$ cat src/rtl/fft_twiddle_mult.sv
// Twiddle-multiply stage of the FFT datapath: steps the twiddle ROM address per
// accepted sample, then multiplies, rounds and saturates with 2-cycle latency.
module fft_twiddle_mult #(
  parameter int data_width    = 16,
  parameter int twiddle_width = 16,
  parameter int address_width = 6
) (
  input  logic                     clk,
  input  logic                     rst,
  input  logic                     start,
  input  logic [1:0]               stage,
  input  logic                     in_valid,
  input  logic [data_width-1:0]    in_real,
  input  logic [data_width-1:0]    in_imag,
  output logic [address_width-1:0] rom_address,
  input  logic [twiddle_width-1:0] rom_datar,
  input  logic [twiddle_width-1:0] rom_datai,
  output logic                     out_valid,
  output logic [data_width-1:0]    out_real,
  output logic [data_width-1:0]    out_imag,
  output logic                     busy,
  output logic                     frame_done
);

  localparam int IW = address_width - 2;
  localparam int PW = data_width + twiddle_width + 1;
  localparam int SW = PW + 2 - twiddle_width;
  localparam logic [PW:0] RND = {{(PW - twiddle_width + 2){1'b0}}, 1'b1, {(twiddle_width - 2){1'b0}}};

  typedef enum logic [1:0] {S_IDLE = 2'd0, S_RUN = 2'd1, S_DRAIN = 2'd2} state_t;

  state_t                 r_state, w_next_state;
  logic                   w_busy_next;
  logic [1:0]             r_stage;
  logic [IW-1:0]          r_idx;
  logic                   w_accept, w_last_accept;
  logic                   r_a_valid, r_a_last, r_p_valid, r_p_last;
  logic [data_width-1:0]  r_a_re, r_a_im;
  logic signed [PW-1:0]   w_ar_x, w_ai_x, w_wr_x, w_wi_x, w_pr, w_pi;
  logic signed [PW-1:0]   r_p_re, r_p_im;
  logic [PW:0]            w_sum_re, w_sum_im;
  logic                   r_out_valid, r_frame_done, r_busy;
  logic [data_width-1:0]  r_out_re, r_out_im;

  function automatic logic [data_width-1:0] f_sat(input logic [SW-1:0] v);
    logic [data_width-1:0] res;
    if (!v[SW-1] && (|v[SW-2:data_width-1])) res = {1'b0, {(data_width-1){1'b1}}};
    else if (v[SW-1] && !(&v[SW-2:data_width-1])) res = {1'b1, {(data_width-1){1'b0}}};
    else res = v[data_width-1:0];
    return res;
  endfunction

  // start always takes priority, so a sample presented with it is dropped
  assign w_accept      = (r_state == S_RUN) && in_valid && !start;
  assign w_last_accept = w_accept && (r_idx == {IW{1'b1}});
  assign rom_address   = {r_stage, r_idx};

  always_ff @(posedge clk or posedge rst) begin
    if (rst) r_state <= S_IDLE;
    else     r_state <= w_next_state;
  end

  always_comb begin
    w_next_state = r_state;
    case (r_state)
      S_IDLE:  if (start) w_next_state = S_RUN; else w_next_state = S_IDLE;
      S_RUN:   if (start) w_next_state = S_RUN; else if (w_last_accept) w_next_state = S_DRAIN; else w_next_state = S_RUN;
      S_DRAIN: if (start) w_next_state = S_RUN; else if (r_p_valid && r_p_last) w_next_state = S_IDLE; else w_next_state = S_DRAIN;
      default: w_next_state = S_IDLE;
    endcase
  end

  always_comb begin
    w_busy_next = 1'b0;
    if (w_next_state != S_IDLE) w_busy_next = 1'b1;
    else w_busy_next = 1'b0;
  end

  always_ff @(posedge clk or posedge rst) begin
    if (rst) begin
      r_stage <= 2'd0;
      r_idx   <= '0;
      r_busy  <= 1'b0;
    end else begin
      r_busy <= w_busy_next;
      if (start) begin
        r_stage <= stage;
        r_idx   <= '0;
      end else if (w_accept) begin
        r_idx <= r_idx + IW'(1);
      end
    end
  end

  // A restart strips the end-of-frame tag from anything still in flight
  always_ff @(posedge clk or posedge rst) begin
    if (rst) begin
      r_a_valid <= 1'b0;
      r_a_last  <= 1'b0;
      r_a_re    <= '0;
      r_a_im    <= '0;
      r_p_valid <= 1'b0;
      r_p_last  <= 1'b0;
      r_p_re    <= '0;
      r_p_im    <= '0;
    end else begin
      r_a_valid <= w_accept;
      r_a_last  <= w_last_accept;
      if (w_accept) begin
        r_a_re <= in_real;
        r_a_im <= in_imag;
      end
      r_p_valid <= r_a_valid;
      r_p_last  <= r_a_last && !start;
      if (r_a_valid) begin
        r_p_re <= w_pr;
        r_p_im <= w_pi;
      end
    end
  end

  assign w_ar_x = {{(PW-data_width){r_a_re[data_width-1]}}, r_a_re};
  assign w_ai_x = {{(PW-data_width){r_a_im[data_width-1]}}, r_a_im};
  assign w_wr_x = {{(PW-twiddle_width){rom_datar[twiddle_width-1]}}, rom_datar};
  assign w_wi_x = {{(PW-twiddle_width){rom_datai[twiddle_width-1]}}, rom_datai};
  assign w_pr   = w_ar_x * w_wr_x - w_ai_x * w_wi_x;
  assign w_pi   = w_ar_x * w_wi_x + w_ai_x * w_wr_x;

  assign w_sum_re = {r_p_re[PW-1], r_p_re} + RND;
  assign w_sum_im = {r_p_im[PW-1], r_p_im} + RND;

  always_ff @(posedge clk or posedge rst) begin
    if (rst) begin
      r_out_valid  <= 1'b0;
      r_frame_done <= 1'b0;
      r_out_re     <= '0;
      r_out_im     <= '0;
    end else begin
      r_out_valid  <= r_p_valid;
      r_frame_done <= r_p_valid && r_p_last && !start;
      if (r_p_valid) begin
        r_out_re <= f_sat(w_sum_re[PW:twiddle_width-1]);
        r_out_im <= f_sat(w_sum_im[PW:twiddle_width-1]);
      end
    end
  end

  assign out_valid  = r_out_valid;
  assign out_real   = r_out_re;
  assign out_imag   = r_out_im;
  assign busy       = r_busy;
  assign frame_done = r_frame_done;

endmodule

$ cat config.mk
export PLATFORM = sky130hd
export DESIGN_NAME = fft_twiddle_mult
export DESIGN_NICKNAME = d
export VERILOG_FILES = /design/src/rtl/fft_twiddle_mult.sv
export SDC_FILE = /design/constraint.sdc
export NUM_CORES = 2
export LEC_CHECK = 0
export BUFFER_PORTS_ARGS = -buffer_cell sky130_fd_sc_hd__clkbuf_2
export CORE_ASPECT_RATIO = 2
export CORE_UTILIZATION = 29
export DETAILED_ROUTE_END_ITERATION = 8
export PLACE_DENSITY = 0.49
export SYNTH_ARGS = -nofsm -noshare
export SYNTH_HDL_FRONTEND = slang
export SYNTH_SLANG_ARGS = --single-unit
$ cat constraint.sdc
create_clock -name clk -period 15.74 [get_ports clk]
set_input_delay 2.361 -clock clk [delete_from_list [all_inputs] [get_ports clk]]
set_output_delay 2.361 -clock clk [all_outputs]
set_load 0.1 [all_outputs]
==> run_results.csv <==
group,metric,value,unit
status,status,"complete, no violations",
sta,layout_min_cycle_time,9.97,ns
final_layout,drive_gt1_frac,0.0607,
drt,vias_per_cell,4.47,
min_path,holdCritPathClass,"reg -> reg",
yosys,yosys_register_bits,117,
sta,post-route-worst-setup-slack,5.77,ns
sta,post-route-period-util,0.633,
yosys,yosysMostFrequentCell,"inv_1",
drt,initialDrtViolationCount,1200,
yosys,synthFlopType,"dfrtp_1",
sta,rsz0062_at_grt,"false",
sta,tightest_slew,1.00,ns
clock_tree,cts_buffer_depth,3,
global_route,antenna_found_initial,5,
sta,hold_viol,0,
worst_setup_path,path_max_fanout,32,
final_layout,area_growth,7.60,%
worst_setup_path,regToRegSetupSlack,7.52,ns
placement,io_buffer_count,110,
clock_tree,cts-root-buf,"clkbuf_16",
die,fp.dieArea,0.156,mm²
final_layout,design_area,0.0481,mm²
worst_setup_path,cp.arrival,10.34,ns
yosys,synth-seq-area-share,0.0655,
global_route,first_global_vias,34600,
clock_tree,tritoncts,"yes",
yosys,synthCells,4637,
worst_setup_path,crit_path_end_kind,"flop",
clock_tree,cts-resized-gates,0,
sta,max_freq,100,MHz
drt,wl,122,mm
yosys,synth.area.top_cells,"fa_1 52%, inv_1 11%, ha_1 8.5%, and2_1 6.7%, dfrtp_1 6.5%",
sta,maxSlewHeadroom,0.332,
global_route,grt_max_degree,69,
die,die-height,557,µm
drt,drt_first_pass_iters,5,
worst_setup_path,rr_startpoint,"r_a_im[15]",
worst_setup_path,reg2regPathDepth,24,
min_path,hold_start,"r_a_last",
yosys,synth_cell_types,70,
worst_setup_path,crit_type,"in -> reg",
worst_setup_path,critPathLaunch,"rom_datai[0]",
drt,wl_per_cell,18.3,µm
yosys,async_reset_ff_frac,1.00,
yosys,synth_area,0.0447,mm²
die,initial_core_util,0.292,
sta,fin_tns_setup,0,ns
drt,route.detailed.drc,0,
worst_setup_path,crit_path_max_incr_delay,0.69,ns
sta,skew,0.0394,ns
yosys,syn_nets,6184,
worst_setup_path,crit_slowest_cell,"inv_1",
worst_setup_path,endpoint,"r_p_re[28]",
placement,hpwl,97.3,mm
clock_tree,cts_sinks,117,
worst_setup_path,cpMostUsedCell,"fa_1",
drt,ant_nets,0,
worst_setup_path,startpoint_type,"input port",
die,die_width,280,µm
sta,slew_violations,0,
yosys,synth_top_area_share,0.525,
placement,placed_area,0.0474,mm²
die,num_rows,203,
min_path,hold_depth,1,
clock_tree,clk_latency,0.56,ns
yosys,yosysTopAreaCell,"fa_1",
clock_tree,htreeDepth,4,
placement,dp_slack,5.18,ns
placement,gp_congestion,0.807,
yosys,yosysWarnings,0,
flow_run,maxCapViolCount,0,
drt,vias,29800,
clock_tree,cts_made_buffers,25,
sta,setup_viol,0,
final_layout,fillers,16200,
global_route,grt.overflow.total,0,
global_route,grt_pass1_wl,198,mm
global_route,grt_use_total,0.168,
yosys,synth-edff-count,0,
die,io_pins,111,
worst_setup_path,crit_chain,"clkbuf_2 > nand2_1 > inv_1 > fa_1 > inv_1 > fa_1 > inv_1 > fa_1 > inv_1 > fa_1 > fa_1 > fa_1 > fa_1 > inv_1 > fa_1 > inv_1 > ha_1 > a211o_1 > a21oi_1 > a211oi_1 > a211oi_1 > o21ai_2 > a211oi_1 > o31ai_1",
clock_tree,post_cts_buffers,0,
yosys,yosys-top-cells-count,"1280 x inv_1, 1172 x fa_1, 520 x nand2_1",
die,core_area,0.153,mm²
worst_setup_path,r2r-end,"r_p_re[28]",
final_layout,final_nets,6157,
clock_tree,cts.reportedPaths.clkPinSlew,0.07,ns
worst_setup_path,cp.required,16.11,ns
yosys,synth_area_per_cell,9.64,µm²
clock_tree,hold_buffers,0,
-- critical path: cells and delay by family --
family                   cells  cell delay [ns]
AO/OA/AOI/OAI                7             1.90
buffers and inverters        7             1.63
adder cells (fa/ha/maj)      9             4.16
AND/OR/NAND/NOR              1             0.27
-- registers in the layout, summed over array words and instances, names as in the netlist --
signal      cells
r_a_valid       1
r_state         2
r_idx           4
out_real       16
r_p_valid       1
out_valid       1
r_a_im         16
frame_done      1
r_a_re         16
r_stage         2
out_imag       16
r_p_re         19
busy            1
r_p_last        1
r_a_last        1
r_p_im         19
-- cells by family (layout without fill, tap and decap cells) --
| family | Yosys count | in the layout | synth area share |
|---|---|---|---|
| xor+xnor | 100 | 100 | 0.0196 |
| buf+inv | 1493 | 1471 | 0.126 |
| simple gates | 1204 | 1204 | 0.134 |
| flops | 117 | 117 | 0.0655 |
| compound gates | 184 | 184 | 0.0296 |
| other cells | 0 | 3 | 0 |
| fa+ha+maj | 1477 | 1477 | 0.610 |
| mux | 62 | 62 | 0.0155 |
-- stage by stage --
step / hold slack (ns) / cells / utilization
global placement: 0.464 / 6633 / 0.310
finish: 0.479 / 6668 / 0.315
CTS: 0.486 / 6665 / 0.315
global route: 0.499 / 6666 / 0.315
detailed placement: 0.462 / 6633 / 0.310
floorplan: 0.352 / 4637 / -
-- placed cells by master (no fill, tap or decap), types with 3 or more instances in the layout --
master,count
o211ai_1,3
and4_1,4
xnor2_1,63
a21oi_1,59
o31ai_1,4
a211oi_1,8
ha_1,305
xor2_1,37
o21ai_0,26
clkbuf_2,110
clkbuf_16,25
o21bai_1,6
o21ai_2,4
nand3b_1,5
o22a_1,14
diode_2,3
o21a_1,7
mux2_2,57
nand3_1,24
a31oi_1,4
and2_1,479
dfrtp_2,9
a21o_1,14
nand2_1,520
nor2_1,96
or3_1,8
and3_1,5
inv_1,1279
fa_1,1172
dfrtp_1,108
buf_4,48
nand4_1,14
nand2b_1,25
mux2i_1,5
nor3_1,6
a211o_1,4
nor2b_1,4
clkbuf_8,3
-- layer usage --
| metal | part of all wire | GRT usage | routed length (µm) | vias to the layer above |
|---|---|---|---|---|
| li1 | - | - | - | 13200 |
| met1 | 0.35 | 0.179 | 43000 | 16100 |
| met2 | 0.59 | 0.341 | 72600 | 458 |
| met3 | 0.024 | 0.0106 | 2970 | 125 |
| met4 | 0.031 | 0.0535 | 3740 | 4 |
| met5 | 0.00020 | 0 | 24 | - |
-- final cells by class --
| class | instances | area (µm²) | share of cell area |
|---|---|---|---|
| Multi-Input combinational cell | 3027 | 36200 | 0.752 |
| Inverter | 1281 | 4810 | 0.100 |
| Sequential cell | 117 | 2940 | 0.0611 |
| Tap cell | 2050 | 2560 | 0.0533 |
| Timing Repair Buffer | 158 | 911 | 0.0189 |
| Clock buffer | 29 | 671 | 0.0139 |
| Clock inverter | 3 | 42.5 | 0.000884 |
| Antenna cell | 3 | 7.51 | 0.000156 |
-- worst min-delay path by stage --
stage,end,slack [ns]
3_3_place_gp,r_p_last,0.46
5_1_grt,r_p_last,0.50
3_5_place_dp,r_p_last,0.46
2_1_floorplan,out_valid,0.35
6_report,r_p_last,0.48
4_1_cts,r_p_last,0.49
Power is left out: the tool's default activity adds up to more than one toggle a clock period on the data nets, which glitch-free logic cannot reach.
